===== config.mk =====
export PLATFORM = sky130hd
export DESIGN_NAME = dco_div_gen
export DESIGN_NICKNAME = d
export VERILOG_FILES = /design/src/rtl/dco_div_gen.sv
export SDC_FILE = /design/constraint.sdc
export NUM_CORES = 1
export LEC_CHECK = 0
export BUFFER_PORTS_ARGS = -buffer_cell sky130_fd_sc_hd__buf_2
export CAP_MARGIN = 10
export CORE_MARGIN = 4
export CORE_UTILIZATION = 61
export DETAILED_ROUTE_END_ITERATION = 8
export GPL_TIMING_DRIVEN = 1
export PLACE_DENSITY = 0.81
export SLEW_MARGIN = 15
export SYNTH_ARGS = -nofsm -noshare
export SYNTH_HDL_FRONTEND = slang
export SYNTH_SLANG_ARGS = --single-unit

===== constraint.sdc =====
create_clock -name clk -period 6 [get_ports clk]
set_input_delay 0.3 -clock clk [delete_from_list [all_inputs] [get_ports clk]]
set_output_delay 0.3 -clock clk [all_outputs]
set_load 0.02 [all_outputs]

===== src/rtl/dco_div_gen.sv =====
// ---------------------------------------------------------------------------
// dco_div_gen -- digitally controlled oscillator emulated by clock division.
//
// The system clock is divided by a ratio decoded from the tuning word
// `lambda`. The ratio of the running period only changes at a period
// boundary, so the output never glitches when the tuning word moves. When
// the enable drops, the current period is finished (drain) before the
// output parks low.
//
// Optional build macro: DCO_DITHER_EN
//   Defined   -> a FRAC_W-bit accumulator adds `frac` at every period start;
//                its carry-out stretches that period by one cycle, giving an
//                average ratio of ratio + frac/2^FRAC_W.
//   Undefined -> no accumulator, `frac` is ignored, integer ratio only.
//
// Ports:
//   clk          system clock, all logic on the rising edge
//   rst          synchronous active-high reset
//   e            oscillator enable
//   lambda       tuning word (one-hot or unsigned binary, see ONEHOT)
//   frac         fractional tuning word (dither builds only)
//   clk_out      emulated DCO output, straight from a flop
//   period_tick  one-cycle pulse on the last cycle of each output period
//   cur_div      ratio of the period currently running
//   code_err     1 while the sampled one-hot tuning word is illegal
// ---------------------------------------------------------------------------
module dco_div_gen #(
    parameter int CTRL_W   = 10,
    parameter int ONEHOT   = 1,
    parameter int BASE_DIV = 2,
    parameter int STEP     = 1,
    parameter int DIV_W    = 16,
    parameter int FRAC_W   = 4
) (
    input  logic              clk,
    input  logic              rst,
    input  logic              e,
    input  logic [CTRL_W-1:0] lambda,
    input  logic [FRAC_W-1:0] frac,
    output logic              clk_out,
    output logic              period_tick,
    output logic [DIV_W-1:0]  cur_div,
    output logic              code_err
);

    typedef enum logic [1:0] {
        IDLE  = 2'd0,
        RUN   = 2'd1,
        DRAIN = 2'd2
    } state_t;

    // -----------------------------------------------------------------------
    // Tuning word decode (combinational part; registered below)
    // -----------------------------------------------------------------------
    logic [DIV_W-1:0] dec_ratio;
    logic             dec_legal;

    generate
        if (ONEHOT != 0) begin : g_onehot
            logic [DIV_W-1:0] masked [CTRL_W];

            // Each set bit contributes its own step ratio; with a legal code
            // exactly one term is non-zero, so OR-ing them selects it.
            for (genvar gi = 0; gi < CTRL_W; gi++) begin : g_step
                assign masked[gi] = lambda[gi] ? DIV_W'(BASE_DIV + STEP * gi) : '0;
            end

            always_comb begin
                dec_ratio = '0;
                for (int i = 0; i < CTRL_W; i++) begin
                    dec_ratio = dec_ratio | masked[i];
                end
            end

            // Exactly one bit set: non-zero and clearing the lowest set bit
            // leaves nothing.
            assign dec_legal = (lambda != '0) && ((lambda & (lambda - 1'b1)) == '0);
        end else begin : g_binary
            assign dec_ratio = DIV_W'(BASE_DIV) + DIV_W'(STEP) * DIV_W'(lambda);
            assign dec_legal = 1'b1;
        end
    endgenerate

    // -----------------------------------------------------------------------
    // State
    // -----------------------------------------------------------------------
    state_t           state_reg;
    state_t           state_next;
    logic [DIV_W-1:0] cnt_reg;
    logic [DIV_W-1:0] cnt_next;
    logic [DIV_W-1:0] cur_div_reg;
    logic [DIV_W-1:0] cur_div_next;
    logic [DIV_W-1:0] ratio_reg;        // last legal decoded ratio
    logic             code_err_reg;
    logic             clk_out_reg;
    logic             clk_out_next;
    logic             tick_reg;
    logic             tick_next;
    logic             load;             // a new period starts on this edge
    logic [DIV_W-1:0] half_next;
    logic [DIV_W-1:0] period_ratio;     // ratio applied to a starting period

`ifdef DCO_DITHER_EN
    logic [FRAC_W-1:0] acc_reg;
    logic [FRAC_W-1:0] acc_next;
    logic [FRAC_W:0]   dither_sum;

    assign dither_sum   = {1'b0, acc_reg} + {1'b0, frac};
    // Carry-out of the accumulator lengthens the starting period by one.
    assign period_ratio = ratio_reg + DIV_W'(dither_sum[FRAC_W]);
`else
    logic unused_frac;

    assign unused_frac  = ^frac;
    assign period_ratio = ratio_reg;
`endif

    // -----------------------------------------------------------------------
    // Next-state logic
    // -----------------------------------------------------------------------
    always_comb begin
        state_next   = state_reg;
        cnt_next     = cnt_reg;
        cur_div_next = cur_div_reg;
        load         = 1'b0;
`ifdef DCO_DITHER_EN
        acc_next     = acc_reg;
`endif

        case (state_reg)
            IDLE: begin
                cnt_next = '0;
                if (e) begin
                    state_next = RUN;
                    load       = 1'b1;
                end
            end
            RUN, DRAIN: begin
                if (cnt_reg == cur_div_reg - 1'b1) begin
                    // Period boundary: the only point where the ratio moves.
                    cnt_next = '0;
                    if (e) begin
                        state_next = RUN;
                        load       = 1'b1;
                    end else begin
                        state_next = IDLE;
                    end
                end else begin
                    cnt_next   = cnt_reg + 1'b1;
                    state_next = e ? RUN : DRAIN;
                end
            end
            default: begin
                state_next = IDLE;
                cnt_next   = '0;
            end
        endcase

        if (load) begin
            cur_div_next = period_ratio;
`ifdef DCO_DITHER_EN
            acc_next     = dither_sum[FRAC_W-1:0];
`endif
        end
    end

    // Outputs are computed from the next count so that the registered
    // clk_out/period_tick line up with the count value they describe.
    assign half_next    = (cur_div_next >> 1) + DIV_W'(cur_div_next[0]);
    assign clk_out_next = (state_next != IDLE) && (cnt_next < half_next);
    assign tick_next    = (state_next != IDLE) && (cnt_next == cur_div_next - 1'b1);

    // -----------------------------------------------------------------------
    // Registers
    // -----------------------------------------------------------------------
    always_ff @(posedge clk) begin
        if (rst) begin
            state_reg    <= IDLE;
            cnt_reg      <= '0;
            cur_div_reg  <= DIV_W'(BASE_DIV);
            ratio_reg    <= DIV_W'(BASE_DIV);
            code_err_reg <= 1'b0;
            clk_out_reg  <= 1'b0;
            tick_reg     <= 1'b0;
`ifdef DCO_DITHER_EN
            acc_reg      <= '0;
`endif
        end else begin
            state_reg    <= state_next;
            cnt_reg      <= cnt_next;
            cur_div_reg  <= cur_div_next;
            clk_out_reg  <= clk_out_next;
            tick_reg     <= tick_next;
            code_err_reg <= ~dec_legal;
            if (dec_legal) begin
                ratio_reg <= dec_ratio;
            end
`ifdef DCO_DITHER_EN
            acc_reg      <= acc_next;
`endif
        end
    end

    assign clk_out     = clk_out_reg;
    assign period_tick = tick_reg;
    assign cur_div     = cur_div_reg;
    assign code_err    = code_err_reg;

endmodule


Word level (Yosys, flattened, before mapping)
Index checks and enable logic that the tools add are counted.
{ "word_totals": {"inputBits": 17, "ff_bits": 53} }
{ "classes": {"eq_ne": 4, "reduce_logical": 8, "order_cmp": 1, "bitwise": 11, "mux": 21, "add_sub_neg": 5} }
{ "op_table": {"columns": ["op", "n"], "rows": [
  ["$mux 16", 3],
  ["$eq 16x16->1", 2],
  ["$sub 16x1->16 const B", 2],
  ["$add 15x1->16", 1],
  ["$add 16x1->16 const B", 1],
  ["$lt 16x16->1", 1],
  ["$mux 4", 4],
  ["$mux 3", 4],
  ["$or 4x4->4", 3],
  ["$and 10x10->10", 1],
  ["$logic_not 10->1", 1],
  ["$mux 2", 5],
  ["$reduce_bool 10->1", 1],
  ["$sub 10x1->10 const B", 1],
  ["$or 3x3->3", 3],
  ["$or 3x4->4", 1],
  ["$pmux 2 s2", 1],
  ["$logic_and 1x1->1", 3],
  ["$mux 1", 3],
  ["$or 2x3->3", 1],
  ["$eq 2x1->1 const B", 1],
  ["$eq 2x2->1 const B", 1],
  ["$logic_not 2->1", 1],
  ["$or 2x2->2", 1],
  ["4 further kinds", 4]
]} }

Longest topological paths before layout
Gate-level depths: netlist of run 1.
{ "depth": {"ltp_word": 10, "depth_mapped": 27} }

Least setup slack after synthesis of run 1
No wires, ideal clock.
{ "synth_path": {"kind": "reg-to-reg", "startpoint": "reg cur_div_reg[1], in the netlist cur_div[1]", "endpoint": "reg clk_out_reg, in the netlist clk_out", "required_time_ps": 5909, "setup_time_ps": 91, "arrival_ps": 5283, "path_buffers": 2, "stages_incl_launch_ff": 27, "slack_ps": 626, "path_cell_list": "dfxtp_1 > clkbuf_1 > inv_1 > ha_1 > or4b_1 > buf_2 > nor3_1 > mux2_2 > o21ai_1 > nand3_4 > mux2i_1 > o2111ai_1 > nor3_4 > nand4_2 > xor2_1 > or2_1 > ha_1 > a21o_1 > a21oi_1 > nor2b_1 > o21ai_0 > nand2b_1 > a21oi_1 > nor2b_1 > o21ai_0 > nand2_1 > a311oi_1"} }
{ "synth_between": {"elab_chain_len": 8, "word_cells_on_any_way": 13} }
{ "synth_rtl": {"columns": ["item", "line", "rtl"], "rows": [
  ["start: declaration", "91", "logic [DIV_W-1:0] cur_div_reg;"],
  ["start signal: assignment", "180", "cur_div_reg <= DIV_W'(BASE_DIV);"],
  ["start signal: assignment", "191", "cur_div_reg <= cur_div_next;"],
  ["$sub 16x1->16", "139", "if (cnt_reg == cur_div_reg - 1'b1) begin"],
  ["$eq 16x16->1", "139", null],
  ["$mux 1", "139", null],
  ["$pmux 1 s2", "130", "case (state_reg)"],
  ["$mux 16", "159", "if (load) begin"],
  ["$add 15x1->16", "169", "assign half_next = (cur_div_next >> 1) + DIV_W'(cur_div_next[0]);"],
  ["$lt 16x16->1", "170", "assign clk_out_next = (state_next != IDLE) && (cnt_next < half_next);"],
  ["$logic_and 1x1->1 (*)", "170", null],
  ["end signal: assignment", "192", "clk_out_reg <= clk_out_next;"],
  ["end: declaration", "95", "logic clk_out_reg;"]
]} }
Mark *: on every way between the ends. The rest lies on a longest branch, timed or not.
A chain may end at the register's enable or synchronous reset.

Final worst setup path of run 1
{ "layout_path": {"startpoint": "reg cur_div_reg[0], in the netlist cur_div[0]", "endpoint": "reg clk_out_reg, in the netlist clk_out"} }
Same word-level chain as after synthesis.

==> results.py, run 1 <==
metrics = {
    "run_status": {
        "status": "completed",
    },
    "setup_path": {
        "path_class": "flip-flop to flip-flop",
        "cp_slowest_cell": "or4b_4",
        "critPathTopFamily": "simple AND/OR/NAND/NOR gates",
        "max_stage_delay_ps": 560,
        "cp_num_buf_inv": 1,
        "critPathLaunchType": "flip-flop",
        "arrival_ps": 5670,
        "worstSetupEndpointType": "flip-flop",
        "crit_fanout": 9,
        "crit_required_ps": 6220,
        "cp_cell_sequence": "inv_1, ha_1, or4b_4, nor4_1, mux2i_1, a2111oi_4, nand3_4, mux2i_1, o2111ai_2, nor3_4, nand4_2, xor2_1, or2_1, ha_1, a21o_1, a21oi_1, nor2b_1, o21ai_0, nand2b_1, a21oi_1, nor2b_1, o21ai_0, nand2_1, a311oi_1",
    },
    "finish": {
        "layout.nets": 629,
        "stdcell_count": 674,
        "layout-drive-gt1-share_pct": 15.5,
        "fin_area_sq_mm": 0.00463,
        "syn2layout_area_growth_pct": 9.44,
        "antenna_cells": 0,
    },
    "sta": {
        "period_needed_ps": 5450,
        "max_slew_margin_pct": 47.5,
        "hold_ws_ps": 235,
        "period_share_pct": 90.9,
        "fin_ws_ps": 547,
        "final-max-slew-violation-count": 0,
        "finClkSkew_ps": 9.33,
        "fmax_mhz": 183,
        "tightest_slew_ps": 778,
        "setup_viol": 0,
        "hold_viol_final": 0,
        "fin_setup_tns_ps": 0,
    },
    "power_and_ir_drop": {
        "clockPowerShare_pct": 34.2,
        "seqPwrFrac_pct": 35.5,
        "peakVddDrop_mv": 0.126,
        "p_sw_share_pct": 33.5,
        "power_switching_w": 0.000268,
        "p_leak_nw": 1.93,
        "p_comb_share_pct": 30.3,
        "p_int_w": 0.000533,
        "p_per_area_mw_per_mm2": 173,
    },
    "yosys": {
        "ys_async_sr_fraction_pct": 0,
        "synth_edf_count": 0,
        "synth.distinct_cells": 74,
        "synth.yosys.seq_area_share_pct": 19.4,
        "synth_mux_area_share_pct": 3.25,
        "synthSimpleGateAreaFrac_pct": 34.0,
        "synth_fa_ha_area_share_pct": 5.62,
        "synth_top_family_by_area": "simple AND/OR/NAND/NOR gates",
        "synth_cells": 572,
        "synth_flop_cell": "dfxtp_1",
        "syn_area_per_cell_sq_um": 7.39,
        "ys_seq_elements": 41,
        "synth-xor-area-share_pct": 11.2,
        "synth-warning-count": 0,
        "syn_nets": 608,
        "syn_area_sq_mm": 0.00423,
        "synth-compound-area-share_pct": 20.5,
    },
    "global_routing": {
        "antenna_found_initial": 0,
        "grt_pass1_wl_mm": 21.0,
        "grt_overflow_total": 0,
        "grt_use_total_pct": 30.6,
        "grt_pass1_vias": 4243,
        "grt_max_degree": 34,
    },
    "cts": {
        "cts_hold_buf": 0,
        "clock_latency_ps": 300,
        "numCtsBuffers": 5,
        "cts_sinks": 41,
        "cts_tree": "done",
        "htree_num_levels": 2,
        "cts_max_path_buffers": 2,
        "clk_pin_slew_ps": 90,
        "clock-root-buffer": "clkbuf_8",
    },
    "placement": {
        "gp_congestion": 0.993,
        "portBuffers": 31,
        "dpl.cell_count": 664,
        "hpwl_mm": 9.79,
        "post-place-ws_ps": 366,
        "post_dp_cell_area_sq_mm": 0.00447,
    },
    "die": {
        "io-pin-count": 36,
        "rows": 30,
        "core_region_area_sq_mm": 0.00676,
        "die_x_um": 91.3,
        "initial_core_util_pct": 62.6,
        "die-area_sq_mm": 0.00833,
        "die_h_um": 91.3,
    },
    "drt": {
        "dr.pass1.iters": 6,
        "wirelength_mm": 12.8,
        "drc": 0,
        "post_drt_wl_per_cell_um": 19.0,
        "drtAntennaViolNets": 0,
        "first_iter_violations": 463,
        "vias_per_cell": 6.68,
        "dr_total_vias": 4503,
    },
    "flow_run": {
        "drv_cap": 0,
    },
    "worst_hold_path": {
        "min_path_type": "input port to flip-flop",
    },
}
metrics by stage:
stage | total power (W) | utilization, %
after floorplan | 0.000470 | -
after global placement | 0.000521 | 66.1
after detailed placement | 0.000525 | 66.1
after CTS | 0.000792 | 68.1
after global routing | 0.000829 | 68.5
final | 0.000801 | 68.5
worst reg2reg max path: stages, from the launching register on:
cell,delay [ps]
dfxtp_1,320
inv_1,70
ha_1,260
or4b_4,560
nor4_1,310
mux2i_1,160
a2111oi_4,430
nand3_4,200
mux2i_1,300
o2111ai_2,280
nor3_4,360
nand4_2,220
xor2_1,200
or2_1,220
ha_1,290
a21o_1,180
a21oi_1,140
nor2b_1,60
o21ai_0,150
nand2b_1,70
a21oi_1,140
nor2b_1,60
o21ai_0,140
nand2_1,60
a311oi_1,220
final cells by class:
class / count / area, sq um
clock buffer: 5 / 68.8
clock inverter: 3 / 65.1
fill: 584 / 2130
inverter: 21 / 78.8
multi-input combinational: 470 / 3170
sequential: 41 / 821
tap: 80 / 100
timing repair buffer: 54 / 328
cell families (layout without fill, tap and decap cells):
| family | count (synthesis) | count (layout) |
|---|---|---|
| flops | 41 | 41 |
| fa+ha+maj | 19 | 19 |
| xor+xnor | 54 | 54 |
| simple gates | 264 | 264 |
| compound gates | 120 | 120 |
| mux | 13 | 13 |
| buf+inv | 61 | 83 |
cells in the mapped netlist (7+ instances only):
cell      count  area share (%)
a21oi_1      24             2.8
and2_1       13             1.9
and3_1        8             1.2
buf_2         9             1.1
clkbuf_1     27             2.4
dfxtp_1      41              19
ha_1         19             5.6
inv_1        21             1.9
mux2i_1       9             2.1
nand2_1      42             3.7
nand2b_1      9             1.3
nand3_1      30             3.6
nand4_1      15             2.2
nor2_1       55             4.9
nor2b_1       7             1.0
nor3_1       34             4.0
nor4_1        7             1.0
o211ai_1      7             1.2
o21ai_0      19             2.2
or2_2        11             1.6
xnor2_1      25             5.2
xor2_1       29             6.0
layout by cell type (no fill, tap or decap), drive strengths merged, types with 16 or more instances in the layout:
cell type and count:
nor2 55, buf 54, nand2 42, dfxtp 41, nor3 35, nand3 31
xor2 29, xnor2 25, a21oi 24, inv 21, o21ai 20, ha 19
nand4 16
layer usage:
layer / track usage [%] / share of wire, %
met3: 4.89 / 10
met1: 41.7 / 42
met4: 10.2 / 2.9
met5: 0 / 0
met2: 49.2 / 44
power by group through the flow:
| stage | combinational [W] | clock [W] | sequential [W] |
|---|---|---|---|
| 2_1_floorplan | 0.000178 | 0 | 0.000292 |
| 3_3_place_gp | 0.000230 | 0 | 0.000291 |
| 3_5_place_dp | 0.000235 | 0 | 0.000291 |
| 4_1_cts | 0.000236 | 0.000272 | 0.000284 |
| 5_1_grt | 0.000263 | 0.000281 | 0.000285 |
| 6_report | 0.000243 | 0.000274 | 0.000284 |
final timing paths:
path                             endpoint  cells after the start  slack (ps)               startpoint
setup / recovery       clk_out$_SDFF_PP0_                     24         550    cur_div[0]$_SDFF_PP0_
hold / removal    state_reg[1]$_SDFF_PP0_                      2         230                        e
setup reg to reg       clk_out$_SDFF_PP0_                     24         550    cur_div[0]$_SDFF_PP0_
hold reg to reg   state_reg[1]$_SDFF_PP0_                      2         530  state_reg[1]$_SDFF_PP0_
what timing repair did:
item	4_1_cts	5_1_grt
hold endpoints to repair	0	0
resized for setup	0	3
setup endpoints to repair	0	1
buffers inserted	0	2
Note: power is estimated with default switching activity, not from simulation.
==> run 2, diff against run 1 <==
- ABC_AREA: default -> 1
- PLACE_DENSITY: 0.81 -> 0.82
- SKIP_LAST_GASP: default -> 1
==> results.py, run 2 <==
metrics = {
    "placement": {
        "hpwl_mm": 8.52,
        "portBuffers": 31,
        "gp_congestion": 0.922,
        "post_dp_cell_area_sq_mm": 0.00411,
        "dpl.cell_count": 761,
    },
    "sta": {
        "tightest_slew_ps": 675,
        "fin_setup_tns_ps": 0,
        "hold_viol_final": 0,
        "final-max-slew-violation-count": 0,
        "period_needed_ps": 4460,
        "max_slew_margin_pct": 55.0,
        "grt_setup_unrepaired": "no",
        "fmax_mhz": 224,
        "finClkSkew_ps": 8.57,
        "period_share_pct": 74.4,
        "setup_viol": 0,
    },
    "yosys": {
        "yosysMostFrequentCell": "nand2_1",
        "syn_area_per_cell_sq_um": 5.91,
        "synth_area_leaders": "dfxtp_1, nand2_1, nor2_1",
        "syn_nets": 699,
        "syn_area_sq_mm": 0.00392,
        "synth_flop_cell": "dfxtp_1",
        "synth-warning-count": 0,
        "synth_top_area_share_pct": 20.9,
        "ys_seq_elements": 41,
        "synth_cells": 663,
        "yosys-top-cells-count": "nand2_1, nor2_1, inv_1",
        "synth_area_leader_cell": "dfxtp_1",
        "synth_edf_count": 0,
        "ys_async_sr_fraction_pct": 0,
        "synth.distinct_cells": 48,
        "synth.yosys.seq_area_share_pct": 20.9,
    },
    "global_routing": {
        "grt_overflow_total": 0,
        "grt_use_total_pct": 29.1,
        "grt_max_degree": 37,
        "grt_pass1_wl_mm": 17.9,
        "grt_pass1_vias": 3881,
        "antenna_found_initial": 0,
    },
    "cts": {
        "cts_tree": "done",
        "cts_hold_buf": 0,
        "cts_resized": 0,
        "numCtsBuffers": 5,
        "htree_num_levels": 2,
        "clock_latency_ps": 310,
        "cts_max_path_buffers": 2,
        "clk_pin_slew_ps": 80,
        "clock-root-buffer": "clkbuf_8",
        "post_cts.repair.setup_buffers": 0,
        "cts_sinks": 41,
    },
    "finish": {
        "final_common_cell": "nand2_1",
        "layout.nets": 729,
        "fillers": 570,
        "syn2layout_area_growth_pct": 7.95,
        "fin_area_sq_mm": 0.00423,
        "stdcell_count": 769,
        "post-route-util_pct": 69.8,
        "layout-drive-gt1-share_pct": 12.2,
        "multi_input_area_sq_mm": 0.00265,
        "antenna_cells": 0,
        "final_cell_mix": "nand2_1, nor2_1, inv_1",
        "seqCellArea_sq_um": 821,
    },
    "setup_path": {
        "path_common_cell": "nand2_1",
        "crit_required_ps": 6230,
        "critPathLaunchType": "flip-flop",
        "max_stage_delay_ps": 360,
        "endpoint": "clk_out$_SDFF_PP0_",
        "crit_fanout": 22,
        "crit_path_start": "cur_div[0]$_SDFF_PP0_",
        "regToRegSetupSlack_ps": 1540,
        "path_class": "flip-flop to flip-flop",
        "cp_slowest_cell": "dfxtp_1",
        "worstSetupEndpointType": "flip-flop",
        "arrival_ps": 4700,
        "reg2reg_from": "cur_div[0]$_SDFF_PP0_",
        "regToRegEndpoint": "clk_out$_SDFF_PP0_",
        "ff2ff_path_depth": 30,
    },
    "drt": {
        "dr.pass1.iters": 5,
        "drtAntennaViolNets": 0,
        "first_iter_violations": 382,
        "wirelength_mm": 10.6,
        "dr_total_vias": 4226,
        "vias_per_cell": 5.50,
        "post_drt_wl_per_cell_um": 13.8,
        "drc": 0,
    },
    "die": {
        "initial_core_util_pct": 64.7,
        "die_h_um": 88.2,
        "die-area_sq_mm": 0.00777,
        "io-pin-count": 36,
        "rows": 28,
        "core_region_area_sq_mm": 0.00606,
        "die_x_um": 88.2,
    },
    "power_and_ir_drop": {
        "p_per_area_mw_per_mm2": 167,
        "p_leak_nw": 2.19,
        "peakVddDrop_mv": 0.152,
    },
    "worst_hold_path": {
        "min_path_type": "input port to flip-flop",
        "worstHoldStart": "e",
    },
    "flow_run": {
        "drv_cap": 0,
    },
    "run_status": {
        "status": "completed",
    },
}
run 2: changes by cell type in the layout (fill, tap and decap cells not counted), moves of 17 or more:
cell / before / now
nand3_1: 30 / 48
nor3_1: 34 / 11
xnor2_1: 25 / 8
nand2_1: 42 / 184
buf_4: 23 / 0
nor2_1: 55 / 108
inv_1: 21 / 93
run 2: worst min-delay path by stage:
stage / to / depth (start not counted)
after CTS: state_reg[1]$_SDFF_PP0_ / 4
after floorplan: period_ratio[3]$_SDFFE_PP0P_ / 2
after global placement: period_ratio[3]$_SDFFE_PP0P_ / 2
final: state_reg[1]$_SDFF_PP0_ / 4
after detailed placement: period_ratio[3]$_SDFFE_PP0P_ / 2
after global routing: state_reg[1]$_SDFF_PP0_ / 4
run 2: where the power goes:
group	switching, W	internal [W]
logic	0.000127	0.0000501
clock network	0.000105	0.000135
registers	0.00000726	0.000280
total	0.000239	0.000465
run 2: routing by layer:
metal  share of wire [%]  GRT usage (%)
met5                   0              0
met4                0.96           4.95
met3                 5.7           3.29
met2                  47           51.5
met1                  46           38.7
run 2: logic make-up (layout without fill, tap and decap cells):
group	count (synthesis)	count (layout)	synth area share, %
and+or+nand+nor	405	405	46.5
AOI/OAI and AO/OA	61	61	9.10
xor gates and xnor gates	27	27	6.03
buffers and inverters	110	141	11.4
DFF	41	41	20.9
adders and majority gates	19	19	6.07
run 2: metrics by stage:
stage                     hold WS, ps  power (W)  worst slack [ps]
after floorplan                   424   0.000426              2240
after global placement            441   0.000465              1660
after detailed placement          451   0.000468              1580
after CTS                         278   0.000704              1510
after global routing              306   0.000736               913
final                             276   0.000704              1540
run 2: layout make-up:
| type | instances | area share [%] |
|---|---|---|
| multi-input combinational | 512 | 62.7 |
| sequential | 41 | 19.4 |
| inverter | 102 | 9.17 |
| timing repair buffer | 31 | 3.67 |
| tap | 75 | 2.22 |
| clock buffer | 6 | 1.95 |
| clock inverter | 2 | 0.887 |
run 2: critical path: cells and delay by family, from the launching register on:
kind                       cells  cell delay [ps]
AOI/OAI and AO/OA              6              810
and+or+nand+nor               19             2400
DFF                            1              360
buffers and inverters          3              260
adders and majority gates      2              540
